[src/rtl/fadd_issue.sv]
// Two-stage issue/result wrapper around an external combinational FP32 adder.
// Optional macro FADD_ISSUE_FTZ_EN flushes subnormal operands to signed zero before capture.
module fadd_issue (
  input  logic        clk,
  input  logic        rstn,
  input  logic        req_valid,
  output logic        req_ready,
  input  logic        req_op,
  input  logic [31:0] req_a,
  input  logic [31:0] req_b,
  input  logic [4:0]  req_tag,
  output logic [31:0] add_x1,
  output logic [31:0] add_x2,
  input  logic [31:0] add_y,
  output logic        rsp_valid,
  input  logic        rsp_ready,
  output logic [31:0] rsp_y,
  output logic [4:0]  rsp_tag,
  output logic [15:0] rsp_cnt
);

  typedef enum logic [1:0] {
    SEL_SUM  = 2'd0,
    SEL_QNAN = 2'd1,
    SEL_A    = 2'd2,
    SEL_B    = 2'd3
  } sel_t;

  localparam logic [31:0] QNAN = 32'h7FC0_0000;

  function automatic logic is_nan(input logic [31:0] x);
    return (x[30:23] == 8'hFF) && (x[22:0] != 23'd0);
  endfunction

  function automatic logic is_inf(input logic [31:0] x);
    return (x[30:23] == 8'hFF) && (x[22:0] == 23'd0);
  endfunction

`ifdef FADD_ISSUE_FTZ_EN
  function automatic logic [31:0] flush(input logic [31:0] x);
    if ((x[30:23] == 8'h00) && (x[22:0] != 23'd0))
      return {x[31], 31'd0};
    else
      return x;
  endfunction
`endif

  logic        s1_valid;
  logic [31:0] s1_a;
  logic [31:0] s1_b;
  logic [4:0]  s1_tag;
  sel_t        s1_sel;

  logic        s2_valid;
  logic [31:0] s2_y;
  logic [4:0]  s2_tag;
  logic [15:0] cnt;

  logic        s1_adv;
  logic        accept;
  logic        rsp_fire;
  logic [31:0] a_in;
  logic [31:0] b_raw;
  logic [31:0] b_in;
  sel_t        sel_in;
  logic [31:0] s1_result;

  assign s1_adv    = s1_valid && (!s2_valid || rsp_ready);
  assign req_ready = !s1_valid || s1_adv;
  assign accept    = req_valid && req_ready;
  assign rsp_fire  = s2_valid && rsp_ready;

  // Operand conditioning: optional flush, then subtraction folded into b's sign.
  always_comb begin
`ifdef FADD_ISSUE_FTZ_EN
    a_in  = flush(req_a);
    b_raw = flush(req_b);
`else
    a_in  = req_a;
    b_raw = req_b;
`endif
    b_in = {b_raw[31] ^ req_op, b_raw[30:0]};
  end

  always_comb begin
    sel_in = SEL_SUM;
    if (is_nan(a_in) || is_nan(b_in) ||
        (is_inf(a_in) && is_inf(b_in) && (a_in[31] != b_in[31])))
      sel_in = SEL_QNAN;
    else if (is_inf(a_in))
      sel_in = SEL_A;
    else if (is_inf(b_in))
      sel_in = SEL_B;
  end

  always_ff @(posedge clk or negedge rstn) begin
    if (!rstn) begin
      s1_valid <= 1'b0;
      s1_a     <= 32'd0;
      s1_b     <= 32'd0;
      s1_tag   <= 5'd0;
      s1_sel   <= SEL_SUM;
    end else if (accept) begin
      s1_valid <= 1'b1;
      s1_a     <= a_in;
      s1_b     <= b_in;
      s1_tag   <= req_tag;
      s1_sel   <= sel_in;
    end else if (s1_adv) begin
      s1_valid <= 1'b0;
    end
  end

  assign add_x1 = s1_a;
  assign add_x2 = s1_b;

  always_comb begin
    s1_result = add_y;
    case (s1_sel)
      SEL_QNAN: s1_result = QNAN;
      SEL_A:    s1_result = s1_a;
      SEL_B:    s1_result = s1_b;
      default:  s1_result = add_y;
    endcase
  end

  always_ff @(posedge clk or negedge rstn) begin
    if (!rstn) begin
      s2_valid <= 1'b0;
      s2_y     <= 32'd0;
      s2_tag   <= 5'd0;
    end else if (s1_adv) begin
      s2_valid <= 1'b1;
      s2_y     <= s1_result;
      s2_tag   <= s1_tag;
    end else if (rsp_ready) begin
      s2_valid <= 1'b0;
    end
  end

  always_ff @(posedge clk or negedge rstn) begin
    if (!rstn)
      cnt <= 16'd0;
    else if (rsp_fire)
      cnt <= cnt + 16'd1;
  end

  assign rsp_valid = s2_valid;
  assign rsp_y     = s2_y;
  assign rsp_tag   = s2_tag;
  assign rsp_cnt   = cnt;

endmodule
[config.mk]
export PLATFORM = sky130hd
export DESIGN_NAME = fadd_issue
export DESIGN_NICKNAME = d
export VERILOG_FILES = /design/src/rtl/fadd_issue.sv
export SDC_FILE = /design/constraint.sdc
export NUM_CORES = 1
export LEC_CHECK = 0
export BUFFER_PORTS_ARGS = -buffer_cell sky130_fd_sc_hd__buf_2
export CAP_MARGIN = 20
export CORE_MARGIN = 4
export CORE_UTILIZATION = 30
export DETAILED_ROUTE_END_ITERATION = 16
export PLACE_DENSITY_LB_ADDON = 0.1
export SKIP_LAST_GASP = 1
export SYNTH_ARGS = -nofsm -noshare
export SYNTH_HDL_FRONTEND = slang
export SYNTH_SLANG_ARGS = --single-unit
[constraint.sdc]
create_clock -name clk -period 1.9 [get_ports clk]
set_input_delay 0.095 -clock clk [delete_from_list [all_inputs] [get_ports clk]]
set_output_delay 0.095 -clock clk [all_outputs]
set_load 0.02 [all_outputs]
Word level (Yosys, flattened, before mapping) --
Cells that the tools add are included. W data, S select, Z words.
Storage, ports and cells: output and inout bits 119, bits of input ports 106, register bits 126, logic and storage cells 46
Operators by class: reduce and logical (&&, ||, !) cells 21, equality and inequality tests 6, add/subtract/negate cells 1, bitwise gates (word level) 1, muxes and demuxes 8
Operators with widths (number):
- $pmux W32 S3 | 1
- $logic_not A23 Y1 | 2
- $reduce_bool A23 Y1 | 2
- $add A16 B1 Y16 const B | 1
- $eq A8 B8 Y1 const B | 2
- $logic_and A1 B1 Y1 | 9
- $mux W2 | 3
- $eq A2 B2 Y1 const B | 2
- $logic_or A1 B1 Y1 | 4
- $mux W1 | 4
- $reduce_bool A2 Y1 | 2
- $eq A2 B1 Y1 const B | 1
- $logic_not A1 Y1 | 2
- $ne A1 B1 Y1 | 1
- $xor A1 B1 Y1 | 1

Longest topological paths before layout --
depth in word-level cells 6, depth in mapped cells 7, mapped depth without buffers 6

Least setup slack after synthesis --
Ideal clock, no wire load.
kind register -> register, start reg s2_valid, in the netlist rsp_valid, end reg s1_a[15], in the netlist add_x1[15], path buffers 2, path slack 89 ps, required time 1775 ps, arrival 1686 ps, library setup time 125 ps, cell stages (with the launch flop) 6, cells stage by stage dfrtp_1 -> nand3b_1 -> nand2_1 -> buf_2 -> buf_2 -> mux2_2
On the way: word-level cells in the longest chain between the ends 5
Ends and longest elaborated chain:
- start: declaration | line 54 | logic s2_valid;
- start signal: assignment | line 129 | s2_valid <= 1'b0;
- start signal: assignment | line 133 | s2_valid <= 1'b1;
- start signal: assignment | line 137 | s2_valid <= 1'b0;
- $logic_not A1 Y1 | line 68 | assign s1_adv = s1_valid && (!s2_valid || rsp_ready);
- $logic_or A1 B1 Y1 | line 68
- $logic_and A1 B1 Y1 | line 68
- $logic_or A1 B1 Y1 | line 69 | assign req_ready = !s1_valid || s1_adv;
- via req_ready | line 7 | output logic req_ready,
- $logic_and A1 B1 Y1 | line 70 | assign accept = req_valid && req_ready;
- end signal: assignment | line 105 | s1_a <= a_in;
- end: declaration | line 49 | logic [31:0] s1_a;
The timed path passes the listed nets, and every way through them passes these cells. A chain may end at the register's enable or synchronous reset.

Worst setup path in the final report --
start in req_a[0], end reg s1_sel[0]
On the way: word-level cells in the longest chain between the ends 6, elaborated cells on any way between the ends 10, those cells by class mux (2); reduce/logical (8)
Ends and longest elaborated chain:
- start: declaration | line 9 | input logic [31:0] req_a,
- $logic_not A23 Y1 | line 36 | return (x[30:23] == 8'hFF) && (x[22:0] == 23'd0);
- $logic_and A1 B1 Y1 | line 36
- $logic_and A1 B1 Y1 (2 in a row) | line 88 | (is_inf(a_in) && is_inf(b_in) && (a_in[31] != b_in[31])))
- $logic_or A1 B1 Y1 | line 87 | if (is_nan(a_in) || is_nan(b_in) ||
- $mux W2 * | line 87
- end signal: assignment | line 108 | s1_sel <= sel_in;
- end: declaration | line 52 | sel_t s1_sel;
Mark *: on every way between the ends. The rest lies on a longest branch, timed or not.

==> key figures <==
Global route
  – GRT overflow: 0
  – Gr usage total: 17.5%
  – First-pass GRT wire length: 27800 µm
  – Initial antenna violation count: 0
  – Largest net degree at the start of global routing: 67
  – Vias in the first global route: 5077

Critical path
  – Reg-to-reg endpoint: rsp_y[10]
  – Max stage delay on crit path: 0.54 ns
  – Critical path depth: 8
  – Arr. time, crit path: 2.06 ns
  – WS Path Type: in -> reg
  – CP cell instances: dlygate4sd3_1 -> buf_2 -> nor4_1 -> buf_4 -> nand4_1 -> nor3_1 -> nand3_1 -> and2_1
  – Critical path's slowest cell: dlygate4sd3_1
  – R2R cell count: 5
  – CP endpoint: s1_sel[0]
  – R2r setup slk: 0.17 ns
  – Critical Path RT: 2.20 ns
  – Reg-to-reg critical path startpoint: s1_sel[1]
  – Worst setup SP type: primary input
  – Worst-path fanout max: 2
  – CP bufs+invs: 3
  – Worst setup EP type: flip-flop
  – CP top delay family: simple AND/OR/NAND/NOR gates
  – Crit path from: req_a[0]

Hold path
  – Hold crit path type: in -> reg

Finish
  – Post-route cell area: 8350 µm²
  – Nets: 876
  – Finished Core Util: 46.3%
  – Antenna Cells: 0
  – Layout cells sized above 1: 46.2%
  – P&R area growth vs syn: 51.4%

Placement
  – Final GP Congestion: 0.800
  – Port Buf Inserts: 224
  – Cell area after placement: 7010 µm²
  – Dpl hpwl: 12900 µm
  – Worst slack at placement: 0.170 ns

Floorplan
  – Starting Density: 30.6%
  – Core Area: 18000 µm²
  – I/O pin count: 225
  – Chip height: 144 µm
  – Row Count: 49
  – Die area: 20600 µm²
  – Die Span X: 144 µm

Yosys
  – Synth cell types: 28
  – Area contributors post-synth: dfrtp_1 57%, mux2_2 17%, mux2i_1 4.2%
  – Syn_nets: 572
  – Avg Cell Area, Syn: 11.9 µm²
  – Sequential share of the synthesized area: 57.2%
  – Syn Std Cell Area: 5510 µm²
  – Synth Register Bits: 126
  – Yosys top cell area share: 57.2%
  – Dominant cell type by area after synthesis: dfrtp_1
  – Post-Syn Instances: 465
  – YS warnings: 0

STA
  – Pins Over Slew Limit: 0
  – Final setup fails: 0
  – Post-layout minimum cycle time: 1.76 ns
  – F_max: 0.567 GHz
  – Least-Margin Pin Slew: 0.669 ns
  – Period Utilization, post-route: 92.9%
  – Fin Setup TNS: 0 ns
  – Final Hold Viols: 0
  – Max_slew headroom: 55.4%
  – Fin Clk Skew: 0.00795 ns
  – RSZ-0062 raised after global routing: false
  – Setup ws final: 0.135 ns

Flow run
  – Max_cap viols: 0

Routing
  – Routed vias/inst: 4.67
  – Drt pass-1 iters: 4
  – Vias: 4723
  – Initial drt markers: 147
  – Remaining antenna violation count: 0
  – WL/cell: 17.6 µm
  – DR DRC count: 0
  – Routed WL: 17700 µm

Power
  – Pleak: 3.90 nW
  – Power per cell area: 1070 nW/µm²
  – VDD IR max: 0.609 mV

CTS
  – Worst-Skew Late Latency: 0.41 ns
  – TritonCTS clock tree: yes
  – H-tree Lvls: 4
  – CTS clock-pin slew for the worst setup and hold paths: 0.05 ns
  – Clk buf depth: 2
  – CTS Buf Count: 17
  – Clk Tree Root Cell: clkbuf_16
  – Clk sinks: 126

Status
  – Status: finished clean
power breakdown:
part           leakage [nW]  switching, mW  internal, mW
Clock                 0.298           1.19          2.30
Combinational          2.09           1.12         0.836
Sequential             1.52          0.344          3.11
Total                  3.90           2.65          6.24
what timing repair did:
| item | in CTS | in global routing |
|---|---|---|
| setup buffers | 0 | 0 |
| hold buffers | 70 | 0 |
| hold endpoints to repair | 131 | 0 |
| gates resized for setup | 0 | 0 |
worst min path at each step:
stage,start,to,slack [ns],depth (start not counted)
2_1_floorplan,rstn,add_x1[0],-0.20,0
3_5_place_dp,rstn,rsp_cnt[7],0.16,1
4_1_cts,rsp_ready,rsp_valid,0.03,3
3_3_place_gp,rstn,rsp_cnt[6],0.16,1
6_report,rsp_ready,rsp_valid,0.05,3
5_1_grt,rsp_ready,rsp_valid,0.07,3
cell type report:
| type | count | area, µm² |
|---|---|---|
| Clock buffer | 22 | 474 |
| Clock inverter | 10 | 160 |
| Fill cell | 1721 | 9680 |
| Multi-Input combinational cell | 313 | 2250 |
| Sequential cell | 126 | 3150 |
| Tap cell | 229 | 287 |
| Timing Repair Buffer | 311 | 2020 |
cells in the final DEF, fill, tap and decap left out, types with 4 or more instances in the layout:
cell	instances
clkbuf_16	17
nand4_1	9
nor2_1	35
clkinvlp_4	4
buf_2	223
mux2_2	83
nand3_1	7
dfrtp_1	125
dlygate4sd3_1	70
xor2_1	8
buf_12	5
o21ai_0	34
a21oi_1	23
bufinv_16	4
buf_4	12
o22ai_1	9
nor4_1	10
xnor2_1	9
mux2i_1	23
nand2_1	44
cell usage after synthesis (all sizes together):
library cell and number:
nand2 46, and3 1, mux2i 23, nor2 36, and4 1, xor2 8
xnor2 9, nand3b 1, a21oi 23, nand2b 3, ha 1, o22ai 9
nor4 10, or3 1, nand3 7, o21ai 34, mux2 83, and2 2
a32oi 1, clkbuf 10, buf 16, o31ai 1, dfrtp 126, nand4 10
nor3 3
sequential cells by signal (all words and copies together), names as in the netlist:
name and flops:
add_x2 32, rsp_cnt 16, rsp_tag 5, s1_sel 2, s1_valid 1, rsp_y 32, rsp_valid 1, add_x1 32
s1_tag 5
kinds of logic (layout without fill, tap and decap cells):
kind of cell	count (synthesis)	in the layout	share of synthesized area, %
AND/OR/NAND/NOR	121	121	10.1
adder cells (fa/ha/maj)	1	1	0.227
XOR/XNOR	17	17	2.70
buffers and inverters	26	343	2.09
multiplexers	106	106	21.1
flip-flops	126	126	57.2
AO/OA/AOI/OAI	68	68	6.49
worst register-to-register path, delay by kind of cell, from the launching register on:
family | cells | cell delay, ns
AOI/OAI and AO/OA | 2 | 0.22
and+or+nand+nor | 1 | 0.05
buffers and inverters | 1 | 0.34
DFF | 1 | 0.77
muxes | 1 | 0.22
routing by layer:
metal	vias up	global-route usage, %	part of all wire (%)
li1	2260	-	-
met2	147	29.2	49
met5	-	0	0
met1	2293	22.1	43
met4	0	5.55	2.0
met3	23	4.99	6.0
metrics by stage:
stage	std cells	power, mW	hold slack, ns
2_1_floorplan	465	4.50	-0.201
6_report	1011	8.90	0.0499
3_3_place_gp	909	5.35	0.162
5_1_grt	1011	9.35	0.0742
4_1_cts	1011	9.02	0.0348
3_5_place_dp	909	5.38	0.157
Note: power is estimated with default switching activity, not from simulation.
